==> config.mk <==
export PLATFORM = sky130hd
export DESIGN_NAME = switch_debounce
export DESIGN_NICKNAME = d
export VERILOG_FILES = /design/src/rtl/switch_pkg.sv /design/src/rtl/debounce_bit.sv /design/src/rtl/switch_debounce.sv
export SDC_FILE = /design/constraint.sdc
export NUM_CORES = 1
export LEC_CHECK = 0
export ABC_AREA = 1
export BUFFER_PORTS_ARGS = -buffer_cell sky130_fd_sc_hd__buf_2
export CELL_PAD_IN_SITES_DETAIL_PLACEMENT = 2
export CELL_PAD_IN_SITES_GLOBAL_PLACEMENT = 2
export CORE_ASPECT_RATIO = 1.4
export CORE_MARGIN = 2
export CORE_UTILIZATION = 35
export CTS_BUF_LIST = sky130_fd_sc_hd__clkbuf_4
export CTS_CLUSTER_DIAMETER = 30
export CTS_CLUSTER_SIZE = 10
export DETAILED_ROUTE_END_ITERATION = 12
export PLACE_DENSITY = 0.86
export SLEW_MARGIN = 40
export SYNTH_ARGS = -nofsm -noshare
export SYNTH_HDL_FRONTEND = slang
export SYNTH_SLANG_ARGS = --single-unit
==> constraint.sdc <==
create_clock -name clock -period 1.4 [get_ports clock]
set_input_delay 0.42 -clock clock [delete_from_list [all_inputs] [get_ports clock]]
set_output_delay 0.42 -clock clock [all_outputs]
set_load 0.1 [all_outputs]
==> src/rtl/switch_pkg.sv <==
// Shared switch-bus types and default debounce timing constants.
package switch_pkg;
  localparam int SW_WIDTH         = 24;
  localparam int DEF_TICK_DIV     = 100000;
  localparam int DEF_STABLE_TICKS = 4;

  typedef logic [SW_WIDTH-1:0] sw_vec_t;

  // Counter width for a 0..n-1 range, never below one bit.
  function automatic int cnt_width(input int n);
    return (n > 1) ? $clog2(n) : 1;
  endfunction
endpackage

==> src/rtl/debounce_bit.sv <==
// One switch line: 2-FF synchronizer, consecutive-disagreement counter, stable level.
module debounce_bit
  import switch_pkg::*;
#(
  parameter int STABLE_TICKS = DEF_STABLE_TICKS
) (
  input  logic clock,
  input  logic reset,
  input  logic tick,
  input  logic raw,
  output logic stable,
  output logic update
);
  localparam int            CW      = cnt_width(STABLE_TICKS);
  localparam logic [CW-1:0] CNT_MAX = CW'(STABLE_TICKS - 1);

  logic          sync1_q, sync2_q;
  logic [CW-1:0] cnt_q, cnt_d;
  logic          stable_q, stable_d;

  always_ff @(posedge clock or negedge reset) begin
    if (!reset) begin
      sync1_q  <= 1'b0;
      sync2_q  <= 1'b0;
      cnt_q    <= '0;
      stable_q <= 1'b0;
    end else begin
      sync1_q  <= raw;
      sync2_q  <= sync1_q;
      cnt_q    <= cnt_d;
      stable_q <= stable_d;
    end
  end

  // Any agreeing tick restarts the count; the STABLE_TICKS-th disagreeing tick accepts.
  always_comb begin
    cnt_d    = cnt_q;
    stable_d = stable_q;
    update   = 1'b0;
    if (tick) begin
      if (sync2_q == stable_q) begin
        cnt_d = '0;
      end else if (cnt_q == CNT_MAX) begin
        stable_d = sync2_q;
        cnt_d    = '0;
        update   = 1'b1;
      end else begin
        cnt_d = cnt_q + CW'(1);
      end
    end
  end

  assign stable = stable_q;
endmodule

==> src/rtl/switch_debounce.sv <==
// Debounced switch bus with shared sample tick and change strobe.
// Optional per-bit rise/fall pulses when SWITCH_DEBOUNCE_EDGE_EN is defined.
module switch_debounce
  import switch_pkg::*;
#(
  parameter int WIDTH        = SW_WIDTH,
  parameter int TICK_DIV     = DEF_TICK_DIV,
  parameter int STABLE_TICKS = DEF_STABLE_TICKS
) (
  input  logic             clock,
  input  logic             reset,
  input  logic [WIDTH-1:0] switches_raw,
  output logic [WIDTH-1:0] switches,
  output logic             changed
`ifdef SWITCH_DEBOUNCE_EDGE_EN
  ,
  output logic [WIDTH-1:0] rise,
  output logic [WIDTH-1:0] fall
`endif
);
  localparam int            TW       = cnt_width(TICK_DIV);
  localparam logic [TW-1:0] TICK_MAX = TW'(TICK_DIV - 1);

  logic [TW-1:0]    tick_cnt_q, tick_cnt_d;
  logic             tick;
  logic [WIDTH-1:0] update;
  logic             changed_q;

  assign tick       = (tick_cnt_q == TICK_MAX);
  assign tick_cnt_d = tick ? '0 : tick_cnt_q + TW'(1);

  always_ff @(posedge clock or negedge reset) begin
    if (!reset) begin
      tick_cnt_q <= '0;
      changed_q  <= 1'b0;
    end else begin
      tick_cnt_q <= tick_cnt_d;
      changed_q  <= |update;
    end
  end

  for (genvar i = 0; i < WIDTH; i++) begin : g_bit
    debounce_bit #(.STABLE_TICKS(STABLE_TICKS)) u_bit (
      .clock  (clock),
      .reset  (reset),
      .tick   (tick),
      .raw    (switches_raw[i]),
      .stable (switches[i]),
      .update (update[i])
    );
  end

  assign changed = changed_q;

`ifdef SWITCH_DEBOUNCE_EDGE_EN
  // update[i] implies the new level is the inverse of the current one.
  logic [WIDTH-1:0] rise_q, fall_q;

  always_ff @(posedge clock or negedge reset) begin
    if (!reset) begin
      rise_q <= '0;
      fall_q <= '0;
    end else begin
      rise_q <= update & ~switches;
      fall_q <= update & switches;
    end
  end

  assign rise = rise_q;
  assign fall = fall_q;
`endif
endmodule

==> results of run 1 <==
[cell usage after synthesis, drive strengths merged]
cell type	count	share of area
ha	25	0.051
o21ai	43	0.035
or2	2	0.0021
clkbuf	2	0.0012
buf	34	0.042
nor4	3	0.0031
nor2	29	0.020
dfrtp	138	0.57
nand2	169	0.11
a21oi	3	0.0025
inv	73	0.045
o31ai	16	0.022
xor2	16	0.023
xnor2	4	0.0058
clkinv	1	0.00062
nand4	10	0.011
nand3	61	0.051
nor3	3	0.0033
and3	1	0.0010
and2	4	0.0041
[cell families after synthesis]
group	after synthesis	synth area share
adder cells (fa/ha/maj)	25	0.0515
AO/OA/AOI/OAI	62	0.0601
buffers and inverters	110	0.0889
AND/OR/NAND/NOR	282	0.202
flip-flops	138	0.568
XOR/XNOR	20	0.0288
[stage by stage]
stage | setup WS (ns) | cell area (um2) | setup TNS, ns
after global placement | -0.309 | 7430 | -13.30
after floorplan | 0.00632 | 6100 | 0
after detailed placement | -0.405 | 7430 | -19.64
after CTS | -0.371 | 9480 | -28.77
[timing repair]
action	CTS
hold buffers	25
hold endpoints to repair	140
pin swaps	15
setup buffers	50
gates resized for setup	223
setup endpoints to repair	110
cloned	13
==> out/metrics.cfg, run 1 <==
[timing]
grt-worst-endpoint=changed$_DFF_PN0_/D
endpoint_type=register data pin

[synth]
yosysWarnings=0
synthesis.nets=688
yosysSeqAreaShare=0.568
syn_avg_cell_area_um2=9.54
syn_inst=637
syn_area_mm2=0.00608
ys_ff_latch=138
yosysUniqueCellTypes=31

[cts]
clock-sinks=138
h-tree-depth=4
clockBufferDepth=2
cts-root-buf=clkbuf_4
cts_buffers=17

[status]
stop_stage=5_1_grt
stop_error=[ERROR DPL-0033] detailed placement checks failed during check placement.
status=aborted with a tool error

[die]
die_h_um=160
die_w_um=115
start_util=0.354
fp-row-count=57
io_pins=51

[place]
place_congestion=0.803
portBuffers=50
dp.cells=964
dp_hpwl_um=14200

[grt]
grt_max_degree=29
antenna_found_initial=2

==> run 2, diff against run 1 <==
Settings changed: CELL_PAD_IN_SITES_DETAIL_PLACEMENT 2 to not set, CELL_PAD_IN_SITES_GLOBAL_PLACEMENT 2 to not set, CORE_ASPECT_RATIO 1.4 to not set, CORE_UTILIZATION 35 to 30, CTS_BUF_LIST sky130_fd_sc_hd__clkbuf_4 to not set, CTS_CLUSTER_DIAMETER 30 to not set, CTS_CLUSTER_SIZE 10 to not set, PLACE_DENSITY 0.86 to not set, PLACE_DENSITY_LB_ADDON set to 0.15.
Clock period 1.4 ns to 1.82 ns, I/O delays scaled along.
==> out/metrics.cfg, run 2 <==
[power]
p_per_area_mw_per_mm2=945
pwr-share-seq=0.452
p_leak_nw=3.67
p_total_mw=6.96
netSwitchingFraction=0.196
p_comb_frac=0.021
p_sw_mw=1.36
p_int_mw=5.60
pwr-share-clk=0.527
vdd_drop_max_mv=0.613

[timing]
final-hold-violation-count=0
maxSlewHeadroom=0.674
fin_ws_ns=0.0509
finalClockSkew_ns=0.00562
min_period_ns=1.77
post-route-period-util=0.972
tightest_slew_ns=0.492
tns_ns=0
fmax_mhz=565
drv_slew=0
final-setup-viol-count=0

[grt]
grt_usage=0.118
grt_max_degree=61
grt_pass1_wl_um=20200
grt_pass1_vias=4296
overflow=0
antenna_found_initial=0

[synth]
synth_top_cell_by_area=dfrtp_1
synth_top_family_by_area=simple AND/OR/NAND/NOR gates
synthesis.nets=688
yosysSeqAreaShare=0.568
syn_inst=637
async_flop_share=1.00
yosysUniqueCellTypes=31
synth_common_cells=nand2_1 (164), dfrtp_1 (138), inv_1 (71), nand3_1 (60), o21ai_0 (32)
muxShareOfSynthArea=0
synth_area_leaders=dfrtp_1 (57%), nand2_1 (10%), ha_1 (5.1%)
synth.most_common_cell=nand2_1
syn_area_mm2=0.00608
synth_top_area_frac=0.568
syn_avg_cell_area_um2=9.54
yosysWarnings=0
synth_edf_count=0
ys_ff_latch=138
synthAdderAreaFrac=0.0515
synth_compound_area_frac=0.0601
synth-xor-area-share=0.0288
synthSimpleGateAreaFrac=0.202
ys.flop_type=dfrtp_1

[final_layout]
final_cell_mix=nand2_1 (164), dfrtp_1 (138), inv_1 (70)
design_area_mm2=0.00737
layout_commonest_cell=nand2_1
layout-drive-gt1-share=0.167
largest_reg_flops=48
regMostFlops=g_bit.u_bit.cnt_q
nFillCells=2069
synthToLayoutAreaGrowth_pct=21.3
final_cell_count_no_fill=969
layout.nets=738
diodes=0

[die]
start_util=0.303
die_w_um=146
die-area_mm2=0.0214
fp-row-count=52
coreArea_mm2=0.0200
io_pins=51
die_h_um=146

[worst_setup_path]
worstPathMaxFanout=4
cp.required_ns=1.27
cp-start-kind=flop
max_stage_delay_ns=0.44
cp_top_family=buffers and inverters
cp_slowest_cell=buf_2
reg2reg_slack_ns=0.07
cp.arrival_ns=1.22
critPathKind=flop to output pin
critPathBufInv=1
crit_chain=buf_2
critPathCaptureType=output pin

[place]
place_congestion=0.863
portBuffers=50
dp_slack_ns=0.103
dp.cells=931
dp_hpwl_um=7860
place_area_mm2=0.00654

[cts]
clock-sinks=138
cts_buffers=17
cts_tree=yes
clk_pin_slew_ns=0.06
h-tree-depth=4
clockBufferDepth=2
cts-root-buf=clkbuf_16
clock_latency_ns=0.41

[drt]
drc=0
route.antenna.remaining_nets=0
viasPerCell=4.36
wire_per_inst_um=12.4
via_count=4220
dr.first_iter.drc_count=223
dr.pass1.iters=4
wirelength_um=12000

[flow_run]
max-cap-violations=0

[status]
status=completed

[worst_hold_path]
min-delay-path-class=input port to flop

==> run 2: area by class of cell <==
type / instances / area (um2) / share of cell area
repair buffers: 67 / 557 / 0.0755
clock buffers: 24 / 492 / 0.0667
multi-input cells: 389 / 2120 / 0.287
clock inverters: 7 / 138 / 0.0187
well taps: 270 / 338 / 0.0458
inverters: 74 / 278 / 0.0377
flip-flops and latches: 138 / 3450 / 0.469
==> run 2: final timing paths <==
check                      cells past startpoint                                from                                   end
setup / recovery                               1  g_bit[11].u_bit.stable$_DFFE_PN0P_                          switches[11]
hold / removal                                 1                    switches_raw[20]     g_bit[20].u_bit.sync1_q$_DFF_PN0_
setup reg to reg                               9             tick_cnt_q[8]$_DFF_PN0_               tick_cnt_q[9]$_DFF_PN0_
hold reg to reg                                0    g_bit[6].u_bit.sync1_q$_DFF_PN0_      g_bit[6].u_bit.sync2_q$_DFF_PN0_
max in group asynchronous                      3                               reset  g_bit[21].u_bit.cnt_q[0]$_DFFE_PN0P_
min in group asynchronous                      2                               reset      g_bit[3].u_bit.sync2_q$_DFF_PN0_
==> run 2: power groups by stage <==
| stage | combinational [mW] | sequential, mW | clock [mW] |
|---|---|---|---|
| after global routing | 0.173 | 3.15 | 3.94 |
| after CTS | 0.153 | 3.15 | 3.80 |
| after floorplan | 0.0389 | 3.20 | 0 |
| after global placement | 0.148 | 3.20 | 0 |
| final | 0.145 | 3.15 | 3.67 |
| after detailed placement | 0.150 | 3.20 | 0 |
==> run 2: timing repair <==
item | 4_1_cts | 5_1_grt
setup buffers | 0 | 3
hold buffers | 1 | 0
endpoints found under the hold margin | 21 | 0
pin swaps | 0 | 1
endpoints found under the setup margin | 10 | 22
cloned | 0 | 3
gates resized for setup | 10 | 18
==> run 2: through the flow <==
stage / hold WS (ns) / utilization
floorplan: 0.250 / -
global placement: 0.332 / 0.326
detailed placement: 0.335 / 0.326
CTS: 0.219 / 0.359
global route: 0.214 / 0.368
finish: 0.236 / 0.368
==> run 2: cells by family (layout without fill, tap and decap cells) <==
family                     count (synthesis)  count (layout)
and+or+nand+nor                          282             282
DFF                                      138             138
buffers and inverters                    110             172
AOI/OAI and AO/OA                         62              62
adders and majority gates                 25              25
xor gates and xnor gates                  20              20
==> run 2: routing by layer <==
metal  GRT usage  vias up  share of wire
met5           0        -              0
met4      0.0398        0          0.013
met3      0.0322       13          0.034
met2       0.195       59           0.48
met1       0.149     2021           0.48
li1            -     2127              -
(Power assumes the default switching activity.)
==> run 3, diff against run 2 <==
Settings changed: CORE_MARGIN 2 to not set.
==> out/metrics.cfg, run 3 (same netlist as run 2, synthesis figures left out) <==
[timing]
tns_ns=0
post-route-period-util=0.954
whs_ns=0.233
final-hold-violation-count=0
finalClockSkew_ns=0.00836
fin_ws_ns=0.0842
min_period_ns=1.74
drv_slew=0
tightest_slew_ns=0.489
final-setup-viol-count=0
maxSlewHeadroom=0.676
fmax_mhz=576

[cts]
clock_latency_ns=0.41
clk_pin_slew_ns=0.06
clockBufferDepth=2
cts_buffers=17
cts_tree=yes
h-tree-depth=4
cts-root-buf=clkbuf_16
clock-sinks=138

[drt]
via_count=4180
wl_met3_um=468
dr.pass1.iters=4
dr.first_iter.drc_count=182
wirelength_um=11900
routed.top_layer=met4
route.antenna.remaining_nets=0
wl_met1_um=5730
met2_length_um=5610
drc=0
wire_per_inst_um=12.4
viasPerCell=4.34

[die]
coreArea_mm2=0.0197
start_util=0.309
die_h_um=144
io_pins=51
fp-row-count=51
die-area_mm2=0.0208
die_w_um=144

[grt]
grt_max_degree=47
grt_pass1_vias=4245
grt_usage=0.124
antenna_found_initial=0
grt_pass1_wl_um=19700
overflow=0

[worst_setup_path]
crit_path_end=changed
crit_start=changed$_DFF_PN0_
cp_top_family=buffers and inverters
r2r_start=tick_cnt_q[0]$_DFF_PN0_
worstPathMaxFanout=1
critPathBufInv=1
cp.depth=1
max_stage_delay_ns=0.43
critPathKind=flop to output pin
rr_worst_depth=11
cp.required_ns=1.27
crit_chain=buf_2
critPathCaptureType=output pin
cp.arrival_ns=1.19
reg2reg_to=changed$_DFF_PN0_
reg2reg_slack_ns=0.12
cp_slowest_cell=buf_2
cp-start-kind=flop

[final_layout]
nFillCells=1988
largest_reg_flops=48
layout-drive-gt1-share=0.172
final_cell_count_no_fill=963
design_area_mm2=0.00727
synthToLayoutAreaGrowth_pct=19.6
final_cell_mix=nand2_1 (164), dfrtp_1 (138), inv_1 (71)
utilization=0.370
layout_commonest_cell=nand2_1
layout.nets=737
regMostFlops=g_bit.u_bit.cnt_q
diodes=0

[power]
vdd_drop_max_mv=0.577
p_sw_mw=1.48
pwr-share-clk=0.499
netSwitchingFraction=0.225
p_leak_nw=3.62
pwr-share-seq=0.479
p_per_area_mw_per_mm2=904
p_comb_frac=0.022
p_int_mw=5.09
p_total_mw=6.57

[worst_hold_path]
min-delay-path-class=input port to flop

[place]
dp_slack_ns=0.125
portBuffers=50
place_congestion=0.765
place_area_mm2=0.00655
dp_hpwl_um=7940
dp.cells=928

[flow_run]
max-cap-violations=0

[status]
status=completed

## run 3: cell types whose count changed in the layout (fill, tap and decap cells not counted), moves of 3 or more
cell and change:
buf_4 +5, clkinvlp_4 +4, nand3_2 +4, bufinv_16 -3, clkbuf_1 -3, clkbuf_4 -3, clkbuf_8 -3, nand3_1 -3
## run 3: final cells by class
type / instances / area, um2 / share of cell area
sequential: 138 / 3450 / 0.475
multi-input combinational: 389 / 2110 / 0.290
timing repair buffer: 66 / 537 / 0.0739
clock buffer: 18 / 439 / 0.0604
tap: 265 / 332 / 0.0456
inverter: 74 / 278 / 0.0382
clock inverter: 13 / 120 / 0.0165
## run 3: worst min path at each step
| stage | start | to | slack, ns | depth (start not counted) |
|---|---|---|---|---|
| floorplan | reset | changed$_DFF_PN0_ | 0.25 | 0 |
| global placement | g_bit[0].u_bit.sync1_q$_DFF_PN0_ | g_bit[0].u_bit.sync2_q$_DFF_PN0_ | 0.33 | 0 |
| detailed placement | g_bit[7].u_bit.sync1_q$_DFF_PN0_ | g_bit[7].u_bit.sync2_q$_DFF_PN0_ | 0.33 | 0 |
| CTS | switches_raw[7] | g_bit[7].u_bit.sync1_q$_DFF_PN0_ | 0.21 | 1 |
| finish | switches_raw[13] | g_bit[13].u_bit.sync1_q$_DFF_PN0_ | 0.23 | 1 |
| global route | switches_raw[19] | g_bit[19].u_bit.sync1_q$_DFF_PN0_ | 0.21 | 1 |
## run 3: timing repair
| item | in CTS | in global routing |
|---|---|---|
| hold buffers | 1 | 0 |
| gates cloned | 0 | 2 |
| endpoints found under the hold margin | 23 | 0 |
| setup endpoints to repair | 15 | 14 |
| gates resized for setup | 15 | 15 |
| pin swaps | 0 | 0 |
| setup buffers | 0 | 1 |
## run 3: power groups by stage
stage,clock network [mW],registers [mW],logic (mW)
finish,3.28,3.15,0.145
global route,3.52,3.15,0.174
global placement,0,3.20,0.147
floorplan,0,3.20,0.0389
detailed placement,0,3.20,0.150
CTS,3.39,3.15,0.153
## run 3: metal layers
layer	vias to the layer above	global-route usage
li1	2121	-
met1	1988	0.152
met2	62	0.202
met3	9	0.0394
met4	0	0.0449
met5	-	0
